## src/rtl/lsu_pkg.sv

```systemverilog
// lsu_pkg: shared types, Funct3 codes and lane helpers for the load/store initiator
package lsu_pkg;

    typedef enum logic [1:0] {S_IDLE, S_REQ, S_WAIT, S_DONE} state_e;

    localparam logic [2:0] F3_B  = 3'b000;
    localparam logic [2:0] F3_H  = 3'b001;
    localparam logic [2:0] F3_W  = 3'b010;
    localparam logic [2:0] F3_BU = 3'b100;
    localparam logic [2:0] F3_HU = 3'b101;

    // Access size as an alignment mask: 0 byte, 1 half, 3 word.
    // Stores only know SB/SH and treat every other code as a word;
    // loads decode the size from the low two bits so LBU/LHU keep their size.
    function automatic logic [1:0] acc_size(input logic is_store, input logic [2:0] f3);
        if (is_store)
            return (f3 == F3_B) ? 2'd0 : (f3 == F3_H) ? 2'd1 : 2'd3;
        return (f3[1:0] == 2'b00) ? 2'd0 : (f3[1:0] == 2'b01) ? 2'd1 : 2'd3;
    endfunction

    // Byte enables for a store at byte offset o.
    function automatic logic [3:0] store_be(input logic [2:0] f3, input logic [1:0] o);
        return (f3 == F3_B) ? (4'b0001 << o) :
               (f3 == F3_H) ? (4'b0011 << {o[1], 1'b0}) : 4'b1111;
    endfunction

    // Sign/zero extension of an already right-shifted load word.
    function automatic logic [31:0] load_ext(input logic [2:0] f3, input logic [31:0] s);
        case (f3)
            F3_B:    return {{24{s[7]}}, s[7:0]};
            F3_BU:   return {24'h0, s[7:0]};
            F3_H:    return {{16{s[15]}}, s[15:0]};
            F3_HU:   return {16'h0, s[15:0]};
            default: return s;
        endcase
    endfunction

endpackage

```

## src/rtl/lsu_load_align.sv

```systemverilog
// lsu_load_align: shifts the read word down to the accessed lane and extends it
module lsu_load_align
    import lsu_pkg::*;
#(
    parameter int DATA_W = 32
) (
    input  logic [2:0]        funct3,
    input  logic [1:0]        offset,
    input  logic [DATA_W-1:0] rdata,
    output logic [DATA_W-1:0] data
);

    assign data = load_ext(funct3, rdata >> {offset, 3'b000});

endmodule

```

## src/rtl/lsu_mem_initiator.sv

```systemverilog
// lsu_mem_initiator: MEM-stage load/store initiator on a valid/ready memory channel.
// Define LSU_MISALIGN_TRAP_EN to trap misaligned accesses instead of force-aligning them.
module lsu_mem_initiator
    import lsu_pkg::*;
#(
    parameter int DM_ADDRESS  = 9,
    parameter int DATA_W      = 32,
    parameter int TIMEOUT_CYC = 15
) (
    input  logic                  clk,
    input  logic                  rst_n,
    input  logic                  MemRead,
    input  logic                  MemWrite,
    input  logic [2:0]            Funct3,
    input  logic [DM_ADDRESS+1:0] addr,
    input  logic [DATA_W-1:0]     wd,
    output logic [DATA_W-1:0]     rd,
    output logic                  stall,
    output logic                  done,
    output logic                  misalign,
    output logic                  timeout,
    output logic                  mem_req_valid,
    input  logic                  mem_req_ready,
    output logic                  mem_req_we,
    output logic [3:0]            mem_req_be,
    output logic [DM_ADDRESS-1:0] mem_req_addr,
    output logic [DATA_W-1:0]     mem_req_wdata,
    input  logic                  mem_rsp_valid,
    input  logic [DATA_W-1:0]     mem_rsp_rdata
);

    localparam int CNT_W = $clog2(TIMEOUT_CYC + 1);

    state_e                state_q, state_d;
    logic [DM_ADDRESS+1:0] addr_q, addr_d, addr_al;
    logic [2:0]            f3_q, f3_d;
    logic [DATA_W-1:0]     wd_q, wd_d, rd_q, rd_d, ld_data;
    logic                  we_q, we_d, mis_q, mis_d, to_q, to_d;
    logic [CNT_W-1:0]      cnt_q, cnt_d;
    logic [1:0]            sz;
    logic                  req;

    assign req     = MemRead | MemWrite;
    assign sz      = acc_size(!MemRead, Funct3);
    // Clearing the size-mask bits gives natural alignment; bytes are untouched.
    assign addr_al = {addr[DM_ADDRESS+1:2], addr[1:0] & ~sz};

    lsu_load_align #(.DATA_W(DATA_W)) u_align (
        .funct3 (f3_q),
        .offset (addr_q[1:0]),
        .rdata  (mem_rsp_rdata),
        .data   (ld_data)
    );

    // Access sequencing: capture in IDLE, handshake in REQ, response in WAIT, pulse in DONE.
    always_comb begin
        state_d = state_q;
        addr_d  = addr_q;
        f3_d    = f3_q;
        wd_d    = wd_q;
        we_d    = we_q;
        rd_d    = rd_q;
        mis_d   = mis_q;
        to_d    = to_q;
        cnt_d   = cnt_q;
        case (state_q)
            S_IDLE: begin
                if (req) begin
                    addr_d  = addr_al;
                    f3_d    = Funct3;
                    wd_d    = wd;
                    we_d    = !MemRead;
                    rd_d    = '0;
                    cnt_d   = '0;
`ifdef LSU_MISALIGN_TRAP_EN
                    mis_d   = (sz == 2'd1 && addr[0]) || (sz == 2'd3 && addr[1:0] != 2'b00);
                    state_d = mis_d ? S_DONE : S_REQ;
`else
                    state_d = S_REQ;
`endif
                end
            end
            S_REQ, S_WAIT: begin
                cnt_d = cnt_q + 1'b1;
                if (state_q == S_REQ && mem_req_ready) begin
                    state_d = we_q ? S_DONE : S_WAIT;
                end else if (state_q == S_WAIT && mem_rsp_valid) begin
                    rd_d    = ld_data;
                    state_d = S_DONE;
                end else if (cnt_d >= CNT_W'(TIMEOUT_CYC)) begin
                    to_d    = 1'b1;
                    rd_d    = '0;
                    state_d = S_DONE;
                end
            end
            S_DONE: begin
                mis_d   = 1'b0;
                to_d    = 1'b0;
                state_d = S_IDLE;
            end
            default: state_d = S_IDLE;
        endcase
    end

    // State and captured access registers.
    always_ff @(posedge clk or negedge rst_n) begin
        if (!rst_n) begin
            state_q <= S_IDLE;
            addr_q  <= '0;
            f3_q    <= '0;
            wd_q    <= '0;
            we_q    <= 1'b0;
            rd_q    <= '0;
            mis_q   <= 1'b0;
            to_q    <= 1'b0;
            cnt_q   <= '0;
        end else begin
            state_q <= state_d;
            addr_q  <= addr_d;
            f3_q    <= f3_d;
            wd_q    <= wd_d;
            we_q    <= we_d;
            rd_q    <= rd_d;
            mis_q   <= mis_d;
            to_q    <= to_d;
            cnt_q   <= cnt_d;
        end
    end

    // Request fields are zero whenever no request is on the channel.
    assign mem_req_valid = state_q == S_REQ;
    assign mem_req_we    = mem_req_valid & we_q;
    assign mem_req_be    = !mem_req_valid ? 4'b0000 : we_q ? store_be(f3_q, addr_q[1:0]) : 4'b1111;
    assign mem_req_addr  = mem_req_valid ? addr_q[DM_ADDRESS+1:2] : '0;
    assign mem_req_wdata = !mem_req_we ? '0 :
                           (f3_q == F3_B) ? {4{wd_q[7:0]}} :
                           (f3_q == F3_H) ? {2{wd_q[15:0]}} : wd_q;

    // Stall is forced low while reset is held so an aborted access releases the pipe at once.
    assign stall    = rst_n && (state_q == S_REQ || state_q == S_WAIT || (state_q == S_IDLE && req));
    assign done     = state_q == S_DONE;
    assign rd       = rd_q;
    assign misalign = mis_q;
    assign timeout  = to_q;

endmodule
```

## config.mk

```make
export PLATFORM = sky130hd
export DESIGN_NAME = lsu_mem_initiator
export DESIGN_NICKNAME = d
export VERILOG_FILES = /design/src/rtl/lsu_pkg.sv /design/src/rtl/lsu_load_align.sv /design/src/rtl/lsu_mem_initiator.sv
export SDC_FILE = /design/constraint.sdc
export NUM_CORES = 1
export LEC_CHECK = 0
export ABC_AREA = 0
export CAP_MARGIN = 20
export CELL_PAD_IN_SITES_DETAIL_PLACEMENT = 1
export CELL_PAD_IN_SITES_GLOBAL_PLACEMENT = 1
export CORE_MARGIN = 2
export CORE_UTILIZATION = 35
export CTS_CLUSTER_SIZE = 24
export DETAILED_ROUTE_END_ITERATION = 16
export PLACE_DENSITY = 0.91
export SLEW_MARGIN = 40
export SYNTH_ARGS = -nofsm -noshare
export SYNTH_HDL_FRONTEND = slang
export SYNTH_SLANG_ARGS = --single-unit
```

## constraint.sdc

```tcl
create_clock -name clk -period 3 [get_ports clk]
set_clock_uncertainty 0.05 [all_clocks]
set_input_delay 0.45 -clock clk [delete_from_list [all_inputs] [get_ports clk]]
set_output_delay 0.45 -clock clk [all_outputs]
set_load 0.005 [all_outputs]
```

# Word level (Yosys, flattened, before mapping)
# Index checks and enable logic that the tools add are counted.
# op_classes
addsub	1
magnitude_cmp	1
eq_ne	14
shifts	3
muxes	31
bitwise	4
reduce_logical	19
# ops
operator	count
$mux 32	7
$pmux 32 s4	1
$pmux 32 s2	1
$shr 32x5->32	1
$mux 4	5
$mux 2	9
$mux 9	1
$ne 2x2->1 const B	4
$pmux 4 s2	1
$reduce_and 4->1	2
$eq 3x1->1 const B	2
$eq 3x3->1 const B	2
$logic_not 3->1	2
$pmux 2 s3	1
$reduce_and 2->1	3
$add 4x1->4 const B	1
$eq 2x1->1 const B	2
$eq 2x2->1 const B	2
$ge 4x4->1 const B	1
$logic_and 1x1->1	4
$logic_not 2->1	2
$mux 1	4
$ne 4x4->1 const B	1
$reduce_bool 2->1	2
11 further kinds	12
# word_totals
regBits	86
input_bits	84
out_inout_bits	83
word_cells	81

# Depth between registers and ports, before layout
# depth
word_depth	6
depth_mapped	8
mapped_depth_nobuf	7

# Cells and area by module
# A second synthesis with hierarchy kept.
# unflattened
cells_unflattened	534
hier_area_um2	5322.6
# modules_own_cells
mod	instances	cells_each	area_per_inst_um2	seq_area_each_um2
lsu_mem_initiator	1	427	4628.2	2152.1
lsu_load_align	1	107	694.4	0.0

# Least setup slack after synthesis
# No wires, ideal clock.
# synth_path
path_type	register to register
startpoint	register state_q[0]
endpoint	register rd_q[10] (netlist: rd[10])
setup_time_ns	0.125
arrival_ns	1.969
t_required_ns	2.825
path_slack_ns	0.856
path_stages_with_launch	8
n_path_buf	2
synth_period_minus_slack_ns	2.144
path_cell_list	dfrtp_1 -> inv_1 -> ha_1 -> buf_2 -> o21ai_0 -> a311o_2 -> buf_6 -> mux2_4
# synth_via
elab_chain_cells	5
elab_cells_between_ends	14
cone_classes	eq/ne: 5; mux: 3; reduce/logical: 6
# synth_lines
element	line_no	rtl
start: declaration	lsu_mem_initiator.sv:34	state_e state_q, state_d;
start signal: assignment	lsu_mem_initiator.sv:118	state_q <= state_d;
$eq 2x2->1	lsu_mem_initiator.sv:66, lsu_mem_initiator.sv:87	
$logic_and 1x1->1	lsu_mem_initiator.sv:87	end else if (state_q == S_WAIT && mem_rsp_valid) begin
$mux 32	lsu_mem_initiator.sv:87	
$mux 32	lsu_mem_initiator.sv:85	if (state_q == S_REQ && mem_req_ready) begin
$pmux 32 s2	lsu_mem_initiator.sv:66	case (state_q)
end signal: assignment	lsu_mem_initiator.sv:123	rd_q <= rd_d;
end: declaration	lsu_mem_initiator.sv:37	logic [DATA_W-1:0] wd_q, wd_d, rd_q, rd_d, ld_data;
# Several ways; a longest one is shown, not always the timed one. The select of a mux whose other input is x is not followed.
# A chain may end at the register's enable or synchronous reset.

# Final worst setup path
# layout_path
startpoint	register state_q[1]
endpoint	output mem_req_wdata[31]
# layout_via
elab_chain_cells	3
# layout_lines
element	line_no	rtl
$eq 2x1->1	lsu_mem_initiator.sv:131	assign mem_req_valid = state_q == S_REQ;
$and 1x1->1	lsu_mem_initiator.sv:132	assign mem_req_we = mem_req_valid & we_q;
$mux 32	lsu_mem_initiator.sv:135	assign mem_req_wdata = !mem_req_we ? '0 :
end: declaration	lsu_mem_initiator.sv:27	output logic [DATA_W-1:0] mem_req_wdata,
# No other way between the ends.

==> impl_metrics.json <==
{
  "outcome": "completed",
  "detail-route-antenna-nets": 0,
  "synth_cells": 459,
  "antenna_found_initial": 0,
  "first_pass_iters": 4,
  "setup_viol": 0,
  "hold_class": "input port to asynchronous set/reset pin",
  "grt_usage_pct": 22.16,
  "n_antenna_cell": 0,
  "endpoint_kind": "output pin",
  "hold_ws_ps": 130.7,
  "synth_area_per_cell_um2": 10.64,
  "slew_viol_final": 0,
  "grt_pass1_wl_mm": 24.88,
  "hpwlAfterDp_mm": 12.23,
  "worst_slew_pin_slew_ps": 656.7,
  "fin_nets": 707,
  "synth_top_area_share_pct": 44.06,
  "cts.sinks": 86,
  "postRouteWirelength_mm": 16.21,
  "drive_above_1_share_pct": 18.65,
  "synth_seq_cells": 86,
  "fp-row-count": 43,
  "clk_pin_slew_ps": 70,
  "die_h_um": 122.1,
  "io_pins": 167,
  "static-leakage-power_uw": 0.003062,
  "worst-path-buf-inv": 3,
  "area_delta_synth_final_pct": 43.57,
  "n_fill_cell": 1524,
  "fmax_ghz": 0.3518,
  "finalWorstSetupSlack_ps": 157.6,
  "critPathMaxStageDelay_ps": 570,
  "clockBufferDepth": 2,
  "syn-num-nets": 549,
  "root_buffer": "clkbuf_16",
  "pre_cts_ws_ps": 245.0,
  "synthTopCellsByArea": "dfrtp_1, mux2_2, mux2_4, mux2i_1, nand2_1",
  "grt_start_max_net_pins": 50,
  "clk_latency_ps": 350,
  "die_width_um": 122.1,
  "synth_ff_type": "dfrtp_1",
  "synth-edff-count": 0,
  "slew_headroom_pct": 56.22,
  "cp_slowest_cell": "clkdlybuf4s50_1",
  "ys_async_sr_fraction_pct": 100.0,
  "core_um2": 13770,
  "first_iter_violations": 139,
  "crit_arrival_ps": 2340,
  "grt_setup_unrepaired": "no",
  "cts_buffers": 9,
  "worstPathCellList": "inv_1, ha_1, nand2_1, buf_4, a211oi_1, clkdlybuf4s50_1",
  "io_buffers": 165,
  "vias_per_cell": 5.267,
  "synth_area_um2": 4885,
  "critical_path_class": "register to output pin",
  "post-route-min-period_ps": 2842,
  "r2r_start": "state_q[0]$_DFFE_PN0P_",
  "power_per_cell_area_nw_per_um2": 963.3,
  "vias": 4224,
  "gp_congestion": 0.8929,
  "startpoint": "state_q[1]$_DFFE_PN0P_",
  "crit_fanout": 25,
  "start_kind": "register",
  "maxCapViolations": 0,
  "routedWlPerCell_um": 20.21,
  "grt_overflow": 0,
  "synth_top_area_cell": "dfrtp_1",
  "setup_tns_ps": 0,
  "finalHoldViolations": 0,
  "ir_drop_mv": 0.6001,
  "drc": 0,
  "h-tree-depth": 3,
  "worst-endpoint-required_ps": 2500,
  "die-area_um2": 14920,
  "timing.final.crit_share_pct": 94.75,
  "path_delay_family": "buffers and inverters",
  "synth_seq_area_share_pct": 44.06,
  "grt_pass1_vias": 4623,
  "ys_types": 44,
  "yosysWarnings": 0,
  "initial_utilization_pct": 35.47,
  "cts_tree": "yes"
}
[where the power goes]
group | leakage [uW] | switching (uW) | internal (uW)
registers | 0.00109 | 409 | 1640
logic | 0.00184 | 1740 | 1880
clock network | 0.000131 | 494 | 587
total | 0.00306 | 2640 | 4110
[flip-flops by register name (all words and copies together) (netlist names)]
signal,cells
we_q,1
timeout,1
f3_q,3
cnt_q,4
wd_q,32
state_q,2
rd,32
addr_q,11
[cell usage in the layout, fill, tap and decap left out, types with 2 or more instances in the layout]
cell and instances:
a21o_1 9, clkbuf_16 9, mux2i_1 27, a211oi_1 22, nor2_1 20, nand2_1 48
and2_1 17, a22o_1 2, nor2_2 2, or2_2 2, nand4b_1 2, clkdlybuf4s50_1 164
inv_1 7, buf_4 15, a21oi_1 26, mux2_4 30, clkinvlp_4 3, a31oi_1 5
or3_1 2, nor2b_1 11, ha_1 6, o21ai_0 25, dfrtp_1 86, and3_1 9
mux2_2 46, nand2b_1 4
[worst paths after layout]
| kind | endpoint | slack (ps) | cells after the start |
|---|---|---|---|
| hold / removal | cnt_q[3]$_DFFE_PN0P_ | 130 | 2 |
| min in group clk | addr_q[6]$_DFFE_PN0P_ | 450 | 1 |
| hold reg to reg | addr_q[6]$_DFFE_PN0P_ | 450 | 1 |
| setup / recovery | mem_req_wdata[31] | 160 | 6 |
| max in group asynchronous | rd[18]$_DFFE_PN0P_ | 1700 | 3 |
| setup reg to reg | rd[0]$_DFFE_PN0P_ | 480 | 6 |
[area by class of cell]
cell class              count  area, um^2  area share (%)
clock buffers              10       239.0           3.408
clock inverters             6       45.04          0.6423
inverters                   7       26.28          0.3747
multi-input cells         334        2571           36.66
flip-flops and latches     86        2152           30.69
well taps                 180       225.2           3.211
repair buffers            179        1754           25.01
[metal layers]
layer | wire length (um) | track usage (%)
met3 | 1325 | 6.882
met2 | 7996 | 38.62
met4 | 369 | 8.549
met1 | 6520 | 25.35
met5 | 0 | 0
[cells by family (layout without fill, tap and decap cells)]
family,after synthesis,count (layout),share of synthesized area [%]
AND/OR/NAND/NOR,125,125,12.68
multiplexers,103,103,25.36
AO/OA/AOI/OAI,99,99,12.60
flip-flops,86,86,44.06
buffers and inverters,39,202,3.689
adder cells (fa/ha/maj),6,6,1.537
other,1,1,0.07677
[per-stage QoR]
| stage | area [um^2] | utilization [%] | instances | power (uW) |
|---|---|---|---|---|
| floorplan | 4885 | - | 459 | 4223 |
| CTS | 7008 | 50.88 | 802 | 6812 |
| global route | 7013 | 50.92 | 802 | 7197 |
| detailed placement | 6724 | 48.82 | 786 | 5705 |
| global placement | 6724 | 48.82 | 786 | 5503 |
| finish | 7013 | 50.92 | 802 | 6755 |
[cell usage after synthesis (2+ instances only)]
library cell	number
nand2_1	48
mux2_2	46
mux2i_1	27
o21ai_1	2
nand4b_1	2
and3_1	9
or2_2	2
o21ai_0	25
nor2b_1	11
a21o_1	9
mux2_4	30
nand2b_1	4
a22o_1	2
clkbuf_1	21
nor2_2	2
a211oi_1	22
and2_1	17
ha_1	6
a31oi_1	5
nor2_1	21
dfrtp_1	86
buf_2	6
buf_6	3
a21oi_1	26
or3_1	2
inv_1	7
[repair_timing]
item                       4_1_cts  5_1_grt
hold endpoints to repair         0        0
setup endpoints to repair        0        4
buffers inserted                 0        0
hold buffers                     0        0
gates resized for setup          0        1
(Power assumes the default switching activity.)
